--- config.mk ---
export PLATFORM = sky130hd
export DESIGN_NAME = ring_input_buffer
export DESIGN_NICKNAME = d
export VERILOG_FILES = /design/src/rtl/ring_input_buffer.sv
export SDC_FILE = /design/constraint.sdc
export NUM_CORES = 1
export LEC_CHECK = 0
export CORE_AREA = 2 2 224 226
export CTS_CLUSTER_SIZE = 12
export DETAILED_ROUTE_END_ITERATION = 16
export DIE_AREA = 0 0 226 228
export PLACE_DENSITY = 0.66
export SLEW_MARGIN = 30
export SYNTH_ARGS = -nofsm -noshare
export SYNTH_HDL_FRONTEND = slang
export SYNTH_SLANG_ARGS = --single-unit
--- constraint.sdc ---
create_clock -name clk -period 6 [get_ports clk]
set_input_delay 0.9 -clock clk [delete_from_list [all_inputs] [get_ports clk]]
set_output_delay 0.9 -clock clk [all_outputs]
set_load 0.01 [all_outputs]
--- src/rtl/ring_input_buffer.sv ---
// ring_input_buffer: write side of a ring router port's packet buffers.
// Transit packets from the upstream link land in the high-priority buffer and
// local injections land in the low-priority buffer, stamped with the age
// counter. Each slot carries a 2-bit route code computed when it is written.
// The switch allocator frees slots by grant. Transit packets addressed to this
// node are ejected to the local core.
// Optional feature: define RING_IBUF_OVF_DETECT_EN to add the overflow_err and
// drop_count outputs. When it is undefined, dropped transit packets are silent.
module ring_input_buffer #(
  parameter logic [15:0] NODE_ID     = 16'd0,
  parameter logic [1:0]  OUT_PORT    = 2'b01,
  parameter int unsigned PACKET_SIZE = 49,
  parameter int unsigned BUFFER_SIZE = 4
) (
  input  logic                                    clk,
  input  logic                                    rst_n,
  // upstream ring link
  input  logic [PACKET_SIZE-1:0]                  in_packet,
  output logic                                    stall_upstream,
  // local injection
  input  logic [PACKET_SIZE-1:0]                  inject_packet,
  input  logic                                    inject_valid,
  output logic                                    inject_ready,
  // buffer view for the switch allocator
  output logic [BUFFER_SIZE-1:0][PACKET_SIZE-1:0] buffer_high_prior,
  output logic [BUFFER_SIZE-1:0][1:0]             buffer_high_prior_route_info,
  output logic [BUFFER_SIZE-1:0][PACKET_SIZE-1:0] buffer_low_prior,
  output logic [BUFFER_SIZE-1:0][1:0]             buffer_low_prior_route_info,
  // allocator grant
  input  logic [15:0]                             grant_pos,
  input  logic                                    grant_valid,
  input  logic                                    grant_in_high,
  // ejection to the local core
  output logic [PACKET_SIZE-1:0]                  eject_packet,
  output logic                                    eject_valid,
  input  logic                                    eject_ready
`ifdef RING_IBUF_OVF_DETECT_EN
  ,
  output logic                                    overflow_err,
  output logic [15:0]                             drop_count
`endif
);

  // Packet layout: valid at the top, then the 16-bit timestamp, source id and
  // destination id.
  localparam int unsigned ValidBit = PACKET_SIZE - 1;
  localparam int unsigned TsHi     = PACKET_SIZE - 2;
  localparam int unsigned TsLo     = PACKET_SIZE - 17;
  localparam int unsigned IdxW     = (BUFFER_SIZE > 1) ? $clog2(BUFFER_SIZE) : 1;
  localparam int unsigned CntW     = IdxW + 1;

  localparam logic [1:0] RouteEject = 2'b00;

  // Route code for a packet being written into a slot.
  function automatic logic [1:0] route_of(input logic [PACKET_SIZE-1:0] pkt);
    return (pkt[15:0] == NODE_ID) ? RouteEject : OUT_PORT;
  endfunction

  // Slot storage
  logic [BUFFER_SIZE-1:0][PACKET_SIZE-1:0] high_q, high_d;
  logic [BUFFER_SIZE-1:0][PACKET_SIZE-1:0] low_q, low_d;
  logic [BUFFER_SIZE-1:0][1:0]             high_route_q, high_route_d;
  logic [BUFFER_SIZE-1:0][1:0]             low_route_q, low_route_d;
  logic [15:0]                             age_q, age_d;
  logic                                    stall_q, stall_d;

  // Slot search results, all taken from the state at the start of the cycle
  logic            high_free_found;
  logic [IdxW-1:0] high_free_idx;
  logic            low_free_found;
  logic [IdxW-1:0] low_free_idx;
  logic            eject_found;
  logic [IdxW-1:0] eject_idx;

  // Per-cycle events
  logic                   transit_wr;
  logic                   inject_wr;
  logic                   eject_clr;
  logic                   grant_in_range;
  logic [IdxW-1:0]        grant_idx;
  logic [PACKET_SIZE-1:0] inject_stamped;
  logic [CntW-1:0]        high_free_after;

  // Lowest-index free slot in each buffer and the lowest ejectable high slot.
  always_comb begin
    high_free_found = 1'b0;
    high_free_idx   = '0;
    low_free_found  = 1'b0;
    low_free_idx    = '0;
    eject_found     = 1'b0;
    eject_idx       = '0;
    // Scan downwards so the lowest matching index is the last one recorded.
    for (int i = int'(BUFFER_SIZE) - 1; i >= 0; i--) begin
      if (!high_q[i][ValidBit]) begin
        high_free_found = 1'b1;
        high_free_idx   = IdxW'(i);
      end
      if (!low_q[i][ValidBit]) begin
        low_free_found = 1'b1;
        low_free_idx   = IdxW'(i);
      end
      if (high_q[i][ValidBit] && (high_route_q[i] == RouteEject)) begin
        eject_found = 1'b1;
        eject_idx   = IdxW'(i);
      end
    end
  end

  // Decode this cycle's writes, clears and the stamped injection packet.
  always_comb begin
    transit_wr     = in_packet[ValidBit] && high_free_found;
    inject_wr      = inject_valid && inject_ready;
    eject_clr      = eject_found && eject_ready;
    grant_in_range = grant_valid && (grant_pos < 16'(BUFFER_SIZE));
    grant_idx      = grant_pos[IdxW-1:0];
    inject_stamped                = inject_packet;
    inject_stamped[ValidBit]      = 1'b1;
    inject_stamped[TsHi:TsLo]     = age_q;
  end

  // Next slot state: clears first, then writes into slots free at cycle start.
  // A grant on an empty slot that is being written this cycle must not erase
  // the write, hence the ordering.
  always_comb begin
    high_d       = high_q;
    low_d        = low_q;
    high_route_d = high_route_q;
    low_route_d  = low_route_q;

    if (grant_in_range) begin
      if (grant_in_high) begin
        high_d[grant_idx]       = '0;
        high_route_d[grant_idx] = 2'b00;
      end else begin
        low_d[grant_idx]        = '0;
        low_route_d[grant_idx]  = 2'b00;
      end
    end

    // A grant on the ejecting slot just clears it a second time, harmlessly.
    if (eject_clr) begin
      high_d[eject_idx]       = '0;
      high_route_d[eject_idx] = 2'b00;
    end

    if (transit_wr) begin
      high_d[high_free_idx]       = in_packet;
      high_route_d[high_free_idx] = route_of(in_packet);
    end

    if (inject_wr) begin
      low_d[low_free_idx]       = inject_stamped;
      low_route_d[low_free_idx] = route_of(inject_stamped);
    end
  end

  // Count free high slots after this cycle; keep one spare for stall latency.
  always_comb begin
    high_free_after = '0;
    for (int i = 0; i < int'(BUFFER_SIZE); i++) begin
      high_free_after = high_free_after + CntW'(!high_d[i][ValidBit]);
    end
    stall_d = (high_free_after < CntW'(2));
    age_d   = age_q + 16'd1;
  end

  // Buffer, route, age and stall registers.
  always_ff @(posedge clk or negedge rst_n) begin
    if (!rst_n) begin
      high_q       <= '0;
      low_q        <= '0;
      high_route_q <= '0;
      low_route_q  <= '0;
      age_q        <= '0;
      stall_q      <= 1'b0;
    end else begin
      high_q       <= high_d;
      low_q        <= low_d;
      high_route_q <= high_route_d;
      low_route_q  <= low_route_d;
      age_q        <= age_d;
      stall_q      <= stall_d;
    end
  end

  // Output view of the state.
  always_comb begin
    buffer_high_prior            = high_q;
    buffer_high_prior_route_info = high_route_q;
    buffer_low_prior             = low_q;
    buffer_low_prior_route_info  = low_route_q;
    stall_upstream               = stall_q;
    inject_ready                 = rst_n && low_free_found;
    eject_valid                  = eject_found;
    eject_packet                 = eject_found ? high_q[eject_idx] : '0;
  end

`ifdef RING_IBUF_OVF_DETECT_EN
  logic        drop;
  logic        ovf_q;
  logic [15:0] drop_q;

  // A transit packet with no free high slot at cycle start is lost.
  always_comb begin
    drop = in_packet[ValidBit] && !high_free_found;
  end

  // Sticky overflow flag and saturating drop counter.
  always_ff @(posedge clk or negedge rst_n) begin
    if (!rst_n) begin
      ovf_q  <= 1'b0;
      drop_q <= '0;
    end else if (drop) begin
      ovf_q <= 1'b1;
      if (drop_q != 16'hFFFF) begin
        drop_q <= drop_q + 16'd1;
      end
    end
  end

  assign overflow_err = ovf_q;
  assign drop_count   = drop_q;
`endif

endmodule
==> results.ini, run 1 <==
[floorplanning]
coreArea_um2=49350
num_rows=82
die_h_um=228
die_w_um=226
pin_count=580
start_util_pct=36.81
die_area_um2=51530

[logic_synthesis]
yosysMostFrequentCell=nand2_1
ys_ff_latch=425
yosysWarnings=0
syn_area_um2=18170
ys_types=41
async_flop_share_pct=100.0
yosys.area.top_type=dfrtp_1
syn-num-nets=2214
syn_area_per_cell_um2=8.684
synth_cells=2092
synth_ff_type=dfrtp_1
synth_seq_area_share_pct=58.54
synth_commonest_cells=nand2_1, dfrtp_1, o21ai_0
synth_edf_count=0
ys_top_cells_by_area=dfrtp_1, nand2_1, o21ai_0, nor2_1, a221oi_1
yosysTopAreaCellShare_pct=58.54

[route]
wl_um=74180
drtIter0Drc=1668
top_layer=met5
ant_nets=0
vias=17800
dr_wl_met2_um=34750
viasPerCell=5.426
wl_per_cell_um=22.61
first_pass_iters=6
dr_wl_met3_um=8131
drc=0
wl_met1_um=29380

[worst_setup_path]
cp-start-kind=register
worstRegToRegCells=7
arrival_ns=3.67
criticalPathCategory=reg -> out
cp-end-kind=output port
critPathRequiredTime_ns=5.10
path_max_fanout=21

[clocking]
cts_sinks=425
ctsRootBufferMaster=clkbuf_16
holdBufCountCts=0
ctsHtreeMaxLevel=2
worstSkewPairLatency_ns=0.57
cts_setup_buffers=0
ctsResizeCount=0
cts_tree=yes
clk_pin_slew_ns=0.06
cts_buffers=46
cts_buffer_depth=3

[global_routing]
antenna_found_initial=2
grt_max_degree=143
grt_pass1_vias=17630
gr-total-overflow=0
grt_use_total_pct=28.11
grt_pass1_wl_um=111600

[cells_and_area]
utilization_pct=52.44
antenna_cells=0
fin_nets=2697
drive_above_1_share_pct=5.061
syn_to_final_growth_pct=42.45

[power]
switching_power_w=0.004788
clkPwrFrac_pct=22.3
intPower_w=0.007723
peakVddDrop_mv=0.3419
p_leak_nw=10.86
comb_power_share_pct=44.3
power_per_cell_area_nw_per_um2=483.4
seqPwrFrac_pct=33.4
switching_share_pct=38.27

[timing]
setup_slack_ns=1.430
timing.final.max_slew_violations=0
tightestPinTransition_ns=0.9429
tns_ns=0
fmax_mhz=218.8
max-slew-margin-rel_pct=36.92
setup_viol=0
hold_violations=0
rsz0062_at_grt=no
fin_crit_ns=4.570
fin_skew_ns=0.01962
hold_slack_ns=0.3184
finalCritPeriodShare_pct=76.16

[worst_hold_path]
holdCritPathClass=in -> async

[place]
numPortBuffers=562
gp_congestion=0.8750
dpl.hpwl_um=48900
place_ws_ns=1.862

[outcome]
status=finished clean

[flow_run]
max-cap-violations=0

## critical path: stages (launching register included)
cell and delay, ns:
dfrtp_1 0.49, or3b_1 0.46, a31oi_4 0.75, buf_4 0.39
nor2_1 0.07, nor3_1 0.27, clkdlybuf4s50_1 0.65
## state kept, by name (all words and copies together) (netlist names)
| signal | cells |
|---|---|
| buffer_low_prior | 196 |
| age_q | 16 |
| stall_upstream | 1 |
| buffer_high_prior | 196 |
| buffer_high_prior_route_info | 8 |
| buffer_low_prior_route_info | 8 |
## stage by stage
step	total power, W	std cells	cell area, µm²
2_1_floorplan	0.006386	2092	18170
3_3_place_gp	0.009604	3197	24350
3_5_place_dp	0.009692	3199	24410
4_1_cts	0.01253	3280	25870
5_1_grt	0.01313	3280	25880
6_report	0.01251	3280	25880
## worst paths after layout
| kind | start | end | slack (ns) |
|---|---|---|---|
| max | buffer_high_prior[146]$_DFF_PN0_ | eject_packet[10] | 1.43 |
| min reg2reg | buffer_low_prior_route_info[1]$_DFF_PN0_ | buffer_low_prior_route_info[1]$_DFF_PN0_ | 0.50 |
| max in group asynchronous | rst_n | buffer_high_prior[124]$_DFF_PN0_ | 3.74 |
| min in group clk | buffer_low_prior_route_info[1]$_DFF_PN0_ | buffer_low_prior_route_info[1]$_DFF_PN0_ | 0.50 |
| max reg2reg | buffer_high_prior[48]$_DFF_PN0_ | stall_upstream$_DFF_PN0_ | 2.87 |
| min | rst_n | buffer_low_prior[195]$_DFF_PN0_ | 0.32 |
## cells by family (layout without fill, tap and decap cells)
kind of cell / count (synthesis) / count (layout) / synth area share (%)
and+or+nand+nor: 1022 / 1022 / 22.60
adders and majority gates: 2 / 2 / 0.1791
DFF: 425 / 425 / 58.54
buffers and inverters: 171 / 687 / 4.139
AOI/OAI and AO/OA: 458 / 458 / 13.87
xor gates and xnor gates: 14 / 14 / 0.6749
## power by group through the flow
stage	Combinational, W	Clock (W)	Sequential, W
floorplan	0.00202	0	0.00436
global placement	0.00543	0	0.00417
detailed placement	0.00550	0	0.00420
CTS	0.00553	0.00283	0.00417
global route	0.00591	0.00296	0.00426
finish	0.00554	0.00279	0.00418
## area by class of cell
cell class              count  area (µm²)
fillers                  4466       23470
flip-flops and latches    425       10640
multi-input cells        1496        6929
repair buffers            597        5978
clock buffers              73        1384
well taps                 672       840.8
clock inverters             8       78.83
inverters                   9       33.78
## layer usage
| metal | up-vias | track usage (%) |
|---|---|---|
| li1 | 7878 | - |
| met1 | 8753 | 36.53 |
| met2 | 1010 | 45.07 |
| met3 | 152 | 9.016 |
| met4 | 4 | 7.802 |
| met5 | - | 0 |
## layout by cell type, fill, tap and decap left out, drive strengths merged, types with 3 or more instances in the layout
cell	Yosys	layout
nor3	55	55
o22ai	14	14
inv	9	10
nand4	9	9
nand2b	3	3
a221oi	48	48
nor4b	3	3
nor3b	3	3
xnor2	6	6
o21ai	393	393
clkbuf	107	73
dfrtp	425	425
and4	4	4
clkdlybuf4s50	0	561
clkinv	0	5
nor2	116	116
or3b	4	4
nand2	792	792
xor2	8	8
nor4	14	14
or3	4	4
buf	55	36
nand3	12	12
Note: power is estimated with default switching activity, not from simulation.
==> run 2, diff against run 1 <==
Settings changed: CORE_AREA 2 2 224 226 to 2 2 225 227, DIE_AREA 0 0 226 228 to 0 0 227 229.
Clock period 6 ns to 4.4 ns, I/O delays scaled along.
==> run 2 against run 1 <==
Against the previous run:
- cell count rose by 0.27%
- clock skew shrank 0.0046 ns
- die area increased by 0.88%
- largest power group unchanged
==> results.ini, run 2 (same netlist as run 1, synthesis figures left out) <==
[outcome]
status=finished clean

[clocking]
cts_setup_buffers=0  ; unchanged
cts_buffer_depth=3  ; unchanged
clk_pin_slew_ns=0.06  ; about the same
ctsResizeCount=0  ; unchanged
cts_tree=yes
ctsRootBufferMaster=clkbuf_16
cts_sinks=425  ; unchanged
cts_buffers=47  ; +2.2%
worstSkewPairLatency_ns=0.58  ; about the same
ctsHtreeMaxLevel=2  ; unchanged

[worst_setup_path]
r2r-end=stall_upstream$_DFF_PN0_
cp-end-kind=output port
max_stage_delay_ns=0.65  ; -0.10 ns
crit_chain=or3b_1 > nand2_2 > buf_4 > a221oi_1 > nor3_1 > clkdlybuf4s50_1
startpoint=buffer_high_prior[48]$_DFF_PN0_
path_buf_inv=2  ; unchanged
crit_cells=6  ; unchanged
r2r_start=buffer_high_prior[48]$_DFF_PN0_
critPathRequiredTime_ns=3.74  ; -1.36 ns
path_max_fanout=17  ; -19%
worstRegToRegCells=7  ; unchanged
reg2reg_slack_ns=1.57  ; -1.30 ns
critical_path.top_delay_family=simple AND/OR/NAND/NOR gates
critPathSlowestCell=clkdlybuf4s50_1
cp-start-kind=register
arrival_ns=3.45  ; -0.22 ns
cp-endpoint=eject_packet[0]
criticalPathCategory=reg -> out

[global_routing]
grt_use_met2_pct=44.58  ; -0.49 points
grt_pass1_vias=17710  ; +0.45%
grt_busiest_layer=met2
antenna_found_initial=6  ; +4
use_met3_pct=10.13  ; +1.1 points
grt_max_degree=175  ; +22%
grt_pass1_wl_um=111600  ; unchanged
gr-total-overflow=0  ; unchanged
met1_usage_pct=35.31  ; -1.2 points
grt_use_total_pct=28.15  ; +0.039 points

[cells_and_area]
utilization_pct=52.43  ; about the same
drive_above_1_share_pct=5.318  ; +0.26 points
syn_to_final_growth_pct=43.31
fin_area_um2=26040  ; +0.60%
fillers=4526  ; +1.3%
final_cell_mix=nand2_1, clkdlybuf4s50_1, dfrtp_1
layout_commonest_cell=nand2_1
fin_nets=2703  ; +0.22%

[timing]
fin_skew_ns=0.01499  ; -0.004630 ns
tightestPinTransition_ns=0.9042  ; -0.03868 ns
setup_viol=0  ; unchanged
rsz0062_at_grt=no
fmax_mhz=243.2
hold_slack_ns=0.5016  ; +0.1831 ns
hold_violations=0  ; unchanged
finalCritPeriodShare_pct=93.46
fin_crit_ns=4.112
timing.final.max_slew_violations=0  ; unchanged
tns_ns=0  ; unchanged
max-slew-margin-rel_pct=39.58  ; +2.7 points
setup_slack_ns=0.2877  ; -1.142 ns

[place]
gp_congestion=0.8606  ; -1.6%
placed_area_um2=24450  ; +0.18%
place_ws_ns=0.9264  ; -0.9351 ns
dpl.hpwl_um=49050  ; +0.30%
numPortBuffers=562  ; unchanged

[route]
wl_um=74970  ; +1.1%
first_pass_iters=6  ; unchanged
drc=0  ; unchanged
drtIter0Drc=1627  ; -2.5%
ant_nets=0  ; unchanged
wl_per_cell_um=22.79  ; +0.79%
vias=17740  ; -0.33%
viasPerCell=5.393  ; -0.60%

[floorplanning]
start_util_pct=36.59  ; -0.23 points
num_rows=82  ; unchanged
coreArea_um2=49660  ; +0.62%
die_h_um=229  ; +0.44%
die_w_um=227  ; +0.44%
pin_count=580  ; unchanged
die_area_um2=51980  ; +0.88%

[worst_hold_path]
hold_path.startpoint=buffer_low_prior_route_info[7]$_DFF_PN0_
holdCritPathClass=reg -> reg

[power]
p_leak_nw=10.93  ; +0.70%
peakVddDrop_mv=0.4391  ; +28%
power_per_cell_area_nw_per_um2=662.4  ; +37%

[flow_run]
max-cap-violations=0  ; unchanged

## run 2: cell types whose count changed in the layout (fill, tap and decap cells not counted), sizes merged
cell | before | now
diode | 0 | 3
bufinv | 1 | 2
buf | 36 | 40
inv | 10 | 9
clkbuf | 73 | 74
dlygate4sd3 | 0 | 1
## run 2: power by group
| group | internal (W) | switching [W] |
|---|---|---|
| logic | 0.00350 | 0.00409 |
| registers | 0.00485 | 0.000843 |
| clock network | 0.00235 | 0.00161 |
## run 2: worst min path at each step
stage	endpoint	slack (ns)	cells past startpoint
6_report	buffer_low_prior_route_info[7]$_DFF_PN0_	0.50	2
5_1_grt	buffer_low_prior[52]$_DFF_PN0_	0.53	2
3_5_place_dp	buffer_low_prior_route_info[7]$_DFF_PN0_	0.49	2
3_3_place_gp	buffer_low_prior_route_info[7]$_DFF_PN0_	0.49	2
2_1_floorplan	age_q[0]$_DFF_PN0_	0.36	0
4_1_cts	buffer_low_prior_route_info[1]$_DFF_PN0_	0.50	2
## run 2: repair_timing
item                                   CTS  global route
setup endpoints to repair                0             0
endpoints found under the hold margin   37             0
hold buffers                             1             0
## run 2: per-stage QoR
stage | instances | power, W
6_report | 3289 | 0.01725
5_1_grt | 3288 | 0.01808
4_1_cts | 3285 | 0.01727
3_5_place_dp | 3202 | 0.01324
3_3_place_gp | 3202 | 0.01312
2_1_floorplan | 2092 | 0.008709
## run 2: routing by layer
| layer | part of all wire, % | up-vias | wire length [µm] |
|---|---|---|---|
| li1 | - | 7889 | - |
| met4 | 3.6 | 6 | 2699 |
| met2 | 46 | 915 | 34610 |
| met5 | 0.048 | - | 36 |
| met3 | 11 | 163 | 8362 |
| met1 | 39 | 8765 | 29260 |
## run 2: cell type report
| type | count | area [µm²] | area share (%) |
|---|---|---|---|
| sequential | 425 | 10640 | 40.85 |
| multi-input combinational | 1496 | 6929 | 26.61 |
| timing repair buffer | 602 | 6053 | 23.25 |
| clock buffer | 74 | 1440 | 5.531 |
| tap | 672 | 840.8 | 3.229 |
| clock inverter | 8 | 96.34 | 0.3700 |
| inverter | 9 | 33.78 | 0.1298 |
| antenna | 3 | 7.507 | 0.02883 |
## run 2: worst min-delay path, stage by stage (launching register included)
cell,delay (ns)
dfrtp_1,0.38
nand2_1,0.06
nor2_1,0.03
